[config.mk]
export PLATFORM = sky130hd
export DESIGN_NAME = multiword_add_sequencer
export DESIGN_NICKNAME = d
export VERILOG_FILES = /design/src/rtl/multiword_add_sequencer.sv
export SDC_FILE = /design/constraint.sdc
export NUM_CORES = 1
export LEC_CHECK = 0
export CAP_MARGIN = 20
export CORE_MARGIN = 2
export CORE_UTILIZATION = 25
export CTS_CLUSTER_SIZE = 24
export DETAILED_ROUTE_END_ITERATION = 8
export PLACE_DENSITY = 0.49
export SLEW_MARGIN = 20
export SYNTH_ARGS = -nofsm -noshare
export SYNTH_HDL_FRONTEND = slang
export SYNTH_SLANG_ARGS = --single-unit
[constraint.sdc]
create_clock -name clk_i -period 4.2 [get_ports clk_i]
set_clock_uncertainty 0.15 [all_clocks]
set_input_delay 0.42 -clock clk_i [delete_from_list [all_inputs] [get_ports clk_i]]
set_output_delay 0.42 -clock clk_i [all_outputs]
set_load 0.05 [all_outputs]
[src/rtl/multiword_add_sequencer.sv]
// Multi-precision adder sequencer: drives an external 8-bit add slice one byte per
// cycle (LSB first), chaining the registered carry, then offers the full sum downstream.
module multiword_add_sequencer #(
  parameter  int NBYTES = 4,
  localparam int W      = 8 * NBYTES
) (
  input  logic         clk_i,
  input  logic         rst_ni,
  input  logic         in_valid_i,
  output logic         in_ready_o,
  input  logic [W-1:0] in_a_i,
  input  logic [W-1:0] in_b_i,
  input  logic         in_cin_i,
  output logic [7:0]   add_a_o,
  output logic [7:0]   add_b_o,
  output logic         add_cin_o,
  input  logic [7:0]   add_sum_i,
  input  logic         add_cout_i,
  output logic         out_valid_o,
  input  logic         out_ready_i,
  output logic [W-1:0] out_sum_o,
  output logic         out_cout_o,
  output logic         out_ovf_o,
  output logic         busy_o
);

  localparam int IW = (NBYTES > 1) ? $clog2(NBYTES) : 1;
  localparam logic [IW-1:0] LAST_IDX = IW'(NBYTES - 1);

  typedef enum logic [1:0] {
    IDLE = 2'd0,
    RUN  = 2'd1,
    DONE = 2'd2
  } state_e;

  state_e          state_q, state_d;
  logic [W-1:0]    a_q, a_d;
  logic [W-1:0]    b_q, b_d;
  logic [W-1:0]    sum_q, sum_d;
  logic            carry_q, carry_d;
  logic [IW-1:0]   idx_q, idx_d;
  logic            valid_q, valid_d;
  logic            cout_q, cout_d;
  logic            ovf_q, ovf_d;

  // State and datapath registers; reset aborts any operation in flight.
  always_ff @(posedge clk_i or negedge rst_ni) begin
    if (!rst_ni) begin
      state_q <= IDLE;
      a_q     <= '0;
      b_q     <= '0;
      sum_q   <= '0;
      carry_q <= 1'b0;
      idx_q   <= '0;
      valid_q <= 1'b0;
      cout_q  <= 1'b0;
      ovf_q   <= 1'b0;
    end else begin
      state_q <= state_d;
      a_q     <= a_d;
      b_q     <= b_d;
      sum_q   <= sum_d;
      carry_q <= carry_d;
      idx_q   <= idx_d;
      valid_q <= valid_d;
      cout_q  <= cout_d;
      ovf_q   <= ovf_d;
    end
  end

  // Next-state and datapath update.
  always_comb begin
    state_d = state_q;
    a_d     = a_q;
    b_d     = b_q;
    sum_d   = sum_q;
    carry_d = carry_q;
    idx_d   = idx_q;
    valid_d = valid_q;
    cout_d  = cout_q;
    ovf_d   = ovf_q;
    case (state_q)
      IDLE: begin
        if (in_valid_i) begin
          a_d     = in_a_i;
          b_d     = in_b_i;
          carry_d = in_cin_i;
          idx_d   = '0;
          sum_d   = '0;
          state_d = RUN;
        end else begin
          state_d = IDLE;
        end
      end
      RUN: begin
        for (int i = 0; i < NBYTES; i++) begin
          if (idx_q == IW'(i)) begin
            sum_d[8*i +: 8] = add_sum_i;
          end else begin
            sum_d[8*i +: 8] = sum_q[8*i +: 8];
          end
        end
        carry_d = add_cout_i;
        if (idx_q == LAST_IDX) begin
          // Overflow judged on the captured operand signs, not the live inputs.
          idx_d   = '0;
          cout_d  = add_cout_i;
          ovf_d   = (a_q[W-1] == b_q[W-1]) && (add_sum_i[7] != a_q[W-1]);
          valid_d = 1'b1;
          state_d = DONE;
        end else begin
          idx_d   = idx_q + IW'(1'b1);
        end
      end
      DONE: begin
        if (out_ready_i) begin
          valid_d = 1'b0;
          state_d = IDLE;
        end else begin
          valid_d = 1'b1;
        end
      end
      default: begin
        state_d = IDLE;
        valid_d = 1'b0;
      end
    endcase
  end

  // Slice operand mux: current byte in RUN, quiet zero otherwise.
  always_comb begin
    add_a_o   = 8'd0;
    add_b_o   = 8'd0;
    add_cin_o = 1'b0;
    if (state_q == RUN) begin
      add_cin_o = carry_q;
      for (int i = 0; i < NBYTES; i++) begin
        if (idx_q == IW'(i)) begin
          add_a_o = a_q[8*i +: 8];
          add_b_o = b_q[8*i +: 8];
        end else begin
          add_a_o = add_a_o;
          add_b_o = add_b_o;
        end
      end
    end else begin
      add_cin_o = 1'b0;
    end
  end

  assign in_ready_o  = (state_q == IDLE);
  assign busy_o      = (state_q == RUN) || (state_q == DONE);
  assign out_valid_o = valid_q;
  assign out_sum_o   = sum_q;
  assign out_cout_o  = cout_q;
  assign out_ovf_o   = ovf_q;

endmodule

==> results summary <==
After synthesis, flip-flops and latches occupy 55.3% of the total area. The pin slew with the least headroom to its limit is 0.931 ns. The insertion delay of the later-clocked pin in the worst-skew pair is 0.35 ns. On the worst path, the slowest cell contributes a delay of 0.74 ns. Headroom to the max-slew limit came out at 37.9%. The total number of yosys warnings came out at 0.

The number of rows created at floorplan is 50. STA classifies the critical path startpoint as a register. The post-cts gate resize count came out at 0. The final routed DRC violation total came out at 0. The setup slack after placement is 1.17 ns. The setup-violating endpoint count in the final report came out at 0.

The summed area of non-filler cells in the final layout is 6480 um^2. On the critical path the largest part of the delay comes from simple AND/OR/NAND/NOR gates. Clock tree synthesis found a total of 104 sinks. The adder-cell share of the synthesized area is 1.86%. The kind of capture point of the worst setup path is an output port. The overall via count from detail_route is 3336. After the last flow step, the layout net total stands at 572. The number of buffers created by CTS came out at 9. TritonCTS built the clock tree. The number of endpoints with negative hold slack in the final report is 61. Once the clock tree was built, the setup fixing pass inserted 0 buffers. The dominant combinational cell family by area after synthesis is multiplexers. In this run the power spent charging and discharging nets is 2.22 mW. The top-area cell type share of the netlist area came out at 55.3%. The number of buffers added on ports came out at 131. The number of global-route vias before repair is 3489. The area of placed instances came out at 6180 um^2. The average detailed-routed wire length per instance came out at 18.1 um. The final global-route overflow total is 0. The number of antenna diodes in the final layout is 0. For the worst setup path, the data required time is 3.63 ns.

The achievable clock frequency came out at 307 MHz. The count of distinct cell types in the synthesized netlist came out at 29. Ranked by instance count, the synthesized netlist is headed by dfrtp_1, mux2_2, o21ai_0, nand2_1. The finished layout holds 726 standard cells, fillers aside. The number of H-tree branching levels came out at 3.

The part of the total power dissipated in the clock network came out at 16.1%. The shortest period the worst path allows is 3.25 ns. The total buffers and inverters traversed by the critical path is 3. The setup slack after layout came out at 0.946 ns. The combinational fraction of design power is 51.5%. Across the run, the number of max-cap violations was 0. The number of hold-repair buffers added at the cts stage came out at 0. The width of the die is 141 um. The flow ran to the end, but the final reports show violations. The gate count of the mapped netlist is 361.

The number of enable-type register cells in the synthesized netlist came out at 0. Adding up every negative setup slack in the final design gives 0 ns. The routability congestion estimate came out at 0.753. Walking the worst path, the cells encountered are inv_1 > ha_1 > buf_4 > and2b_1 > o21ai_0 > o21ai_0 > buf_4.

In this run the remaining antenna-violating nets after routing total 0. The share of synthesized flip-flops with an asynchronous set or reset came out at 100%. The maximum ir drop on the vdd rail is 443 uV. The final reports fail on negative hold slack.

The number of instances in the placed design came out at 710. The power share of the sequential group is 32.3%. Cell internal power was estimated by the tool at 2.97 mW. The initial antenna violation count is 0. The class of the most critical hold timing path is primary input to async pin. The starting density of the core is 25.3%. The critical path arrival is 2.68 ns.

By instance count, the leading cell after synthesis is dfrtp_1. The share of the synthesized netlist area taken by xor and xnor gates came out at 0%. For this run, the leading register cell type out of synthesis is dfrtp_1. The maximum number of pins on one net before global-route repair came out at 81. The synthesized design spends more area on one cell type than any other, namely dfrtp_1. The cell area after synthesis came out at 4710 um^2. The static power due to leakage came out at 2.77 nW. The library cell contributing the largest single delay on the critical path is and2b_1. The flop and latch count out of synthesis is 104.

The average footprint of a synthesized cell is 13.0 um^2. The post-route clock period utilization is 77.5%. The power per standard cell area is 801 nW/um^2. The final max-slew violation count is 0.

The routed design has 13100 um of wire. The first-pass GRT wire length is 20500 um. The share of final-layout standard cells stronger than drive strength 1 came out at 28.0%. The die covers 19900 um^2.

The worst hold-check slack is -0.0257 ns. Across every metal layer, demand over resource in global routing totals 13.5%. The compound-cell area share of the yosys netlist came out at 10.7%.

The relative area change from synthesis to final layout came out at 37.6%. The buffer levels on the longest clock path came out at 2. Total power for the finished layout comes to 5.19 mW. The number of top-level pins came out at 132. The core utilization of the finished layout came out at 34.9%. The die extent in y came out at 141 um. After clock tree synthesis, the clock-pin slew on the worst setup and hold paths is 0.07 ns. The number of nets in the synthesized netlist is 446. The detailed-route vias per instance came out at 4.60.

The share of total power consumed by net switching came out at 42.7%. The portion of netlist area occupied by mux cells is 24.3%. The number of search-and-repair iterations in the first detailed-routing pass came out at 4. After synthesis, the cell types taking the most area are dfrtp_1, mux2_2, o21ai_0.

The critical path is of the register to output port type. The number of DRC markers after the initial detailed-route iteration came out at 175. The share of synthesized cell area in and, or, nand and nor gates came out at 4.46%. The fill cell instance count of the final layout is 1808. The worst-path maximum fanout came out at 23. The HPWL after detailed placement is 9100 um.

Setup repair after global routing left no endpoint under its margin. The tree is rooted in a clkbuf_16. The core area is 18600 um^2.
worst paths after layout:
kind / slack, ns / to / depth (start not counted) / startpoint
hold / removal: -0.03 / out_sum_o[23]$_DFFE_PN0P_ / 1 / rst_ni
setup / recovery: 0.95 / add_a_o[0] / 7 / state_q[1]$_DFFE_PN0P_
hold reg to reg: 0.33 / out_sum_o[3]$_DFFE_PN0P_ / 1 / out_sum_o[3]$_DFFE_PN0P_
max in group asynchronous: 3.08 / a_q[12]$_DFFE_PN0P_ / 2 / rst_ni
min in group clk_i: 0.33 / out_sum_o[3]$_DFFE_PN0P_ / 1 / out_sum_o[3]$_DFFE_PN0P_
setup reg to reg: 1.70 / out_sum_o[19]$_DFFE_PN0P_ / 6 / idx_q[0]$_DFFE_PN0P_
worst reg2reg max path: stages (launching register included):
cell and delay, ns:
dfrtp_1 0.43, inv_1 0.14, ha_1 0.16, buf_4 0.25, inv_1 0.42, a21oi_4 0.47
mux2_2 0.38
final cells by class:
class	count	area (um^2)	share of cell area, %
Timing Repair Buffer	136	1310	20.2
Sequential cell	104	2600	40.2
Clock inverter	5	57.6	0.888
Tap cell	234	293	4.52
Multi-Input combinational cell	228	1950	30.2
Clock buffer	11	233	3.59
Inverter	8	30.0	0.463
layer usage:
metal	vias up	global-route usage, %	part of all wire, %
met1	1684	18.1	46
met3	11	4.11	6.3
met4	0	2.68	0.85
met5	-	0	0
met2	104	21.8	47
li1	1537	-	-
flip-flops by register name, summed over array words and instances, names as in the netlist:
| signal | flops |
|---|---|
| out_ovf_o | 1 |
| out_sum_o | 32 |
| carry_q | 1 |
| out_cout_o | 1 |
| out_valid_o | 1 |
| b_q | 32 |
| a_q | 32 |
| idx_q | 2 |
| state_q | 2 |
power groups by stage:
| stage | Sequential (mW) | Clock [mW] | Combinational [mW] |
|---|---|---|---|
| 2_1_floorplan | 2.10 | 0 | 1.44 |
| 3_3_place_gp | 1.68 | 0 | 2.69 |
| 3_5_place_dp | 1.70 | 0 | 2.72 |
| 4_1_cts | 1.68 | 0.876 | 2.72 |
| 5_1_grt | 1.74 | 0.920 | 2.85 |
| 6_report | 1.68 | 0.838 | 2.68 |
cells in the final DEF (no fill, tap or decap), drive strengths merged:
cell type / netlist / final
a21o: 13 / 13
a21oi: 8 / 8
a221oi: 3 / 3
a31oi: 13 / 13
a32oi: 2 / 2
and2: 10 / 10
and2b: 1 / 1
and3b: 1 / 1
buf: 12 / 22
bufinv: 0 / 1
clkbuf: 9 / 11
clkdlybuf4s50: 0 / 114
clkinv: 0 / 4
dfrtp: 104 / 104
ha: 7 / 7
inv: 8 / 8
mux2: 98 / 98
mux2i: 3 / 3
nand2: 18 / 18
nand2b: 3 / 3
nor2: 5 / 5
nor2b: 3 / 3
o21ai: 37 / 37
o22ai: 2 / 2
o31ai: 1 / 1
cells by family after synthesis:
family / Yosys count
muxes: 101
buffers and inverters: 29
DFF: 104
AOI/OAI and AO/OA: 79
adders and majority gates: 7
and+or+nand+nor: 41
(Power assumes the default switching activity.)
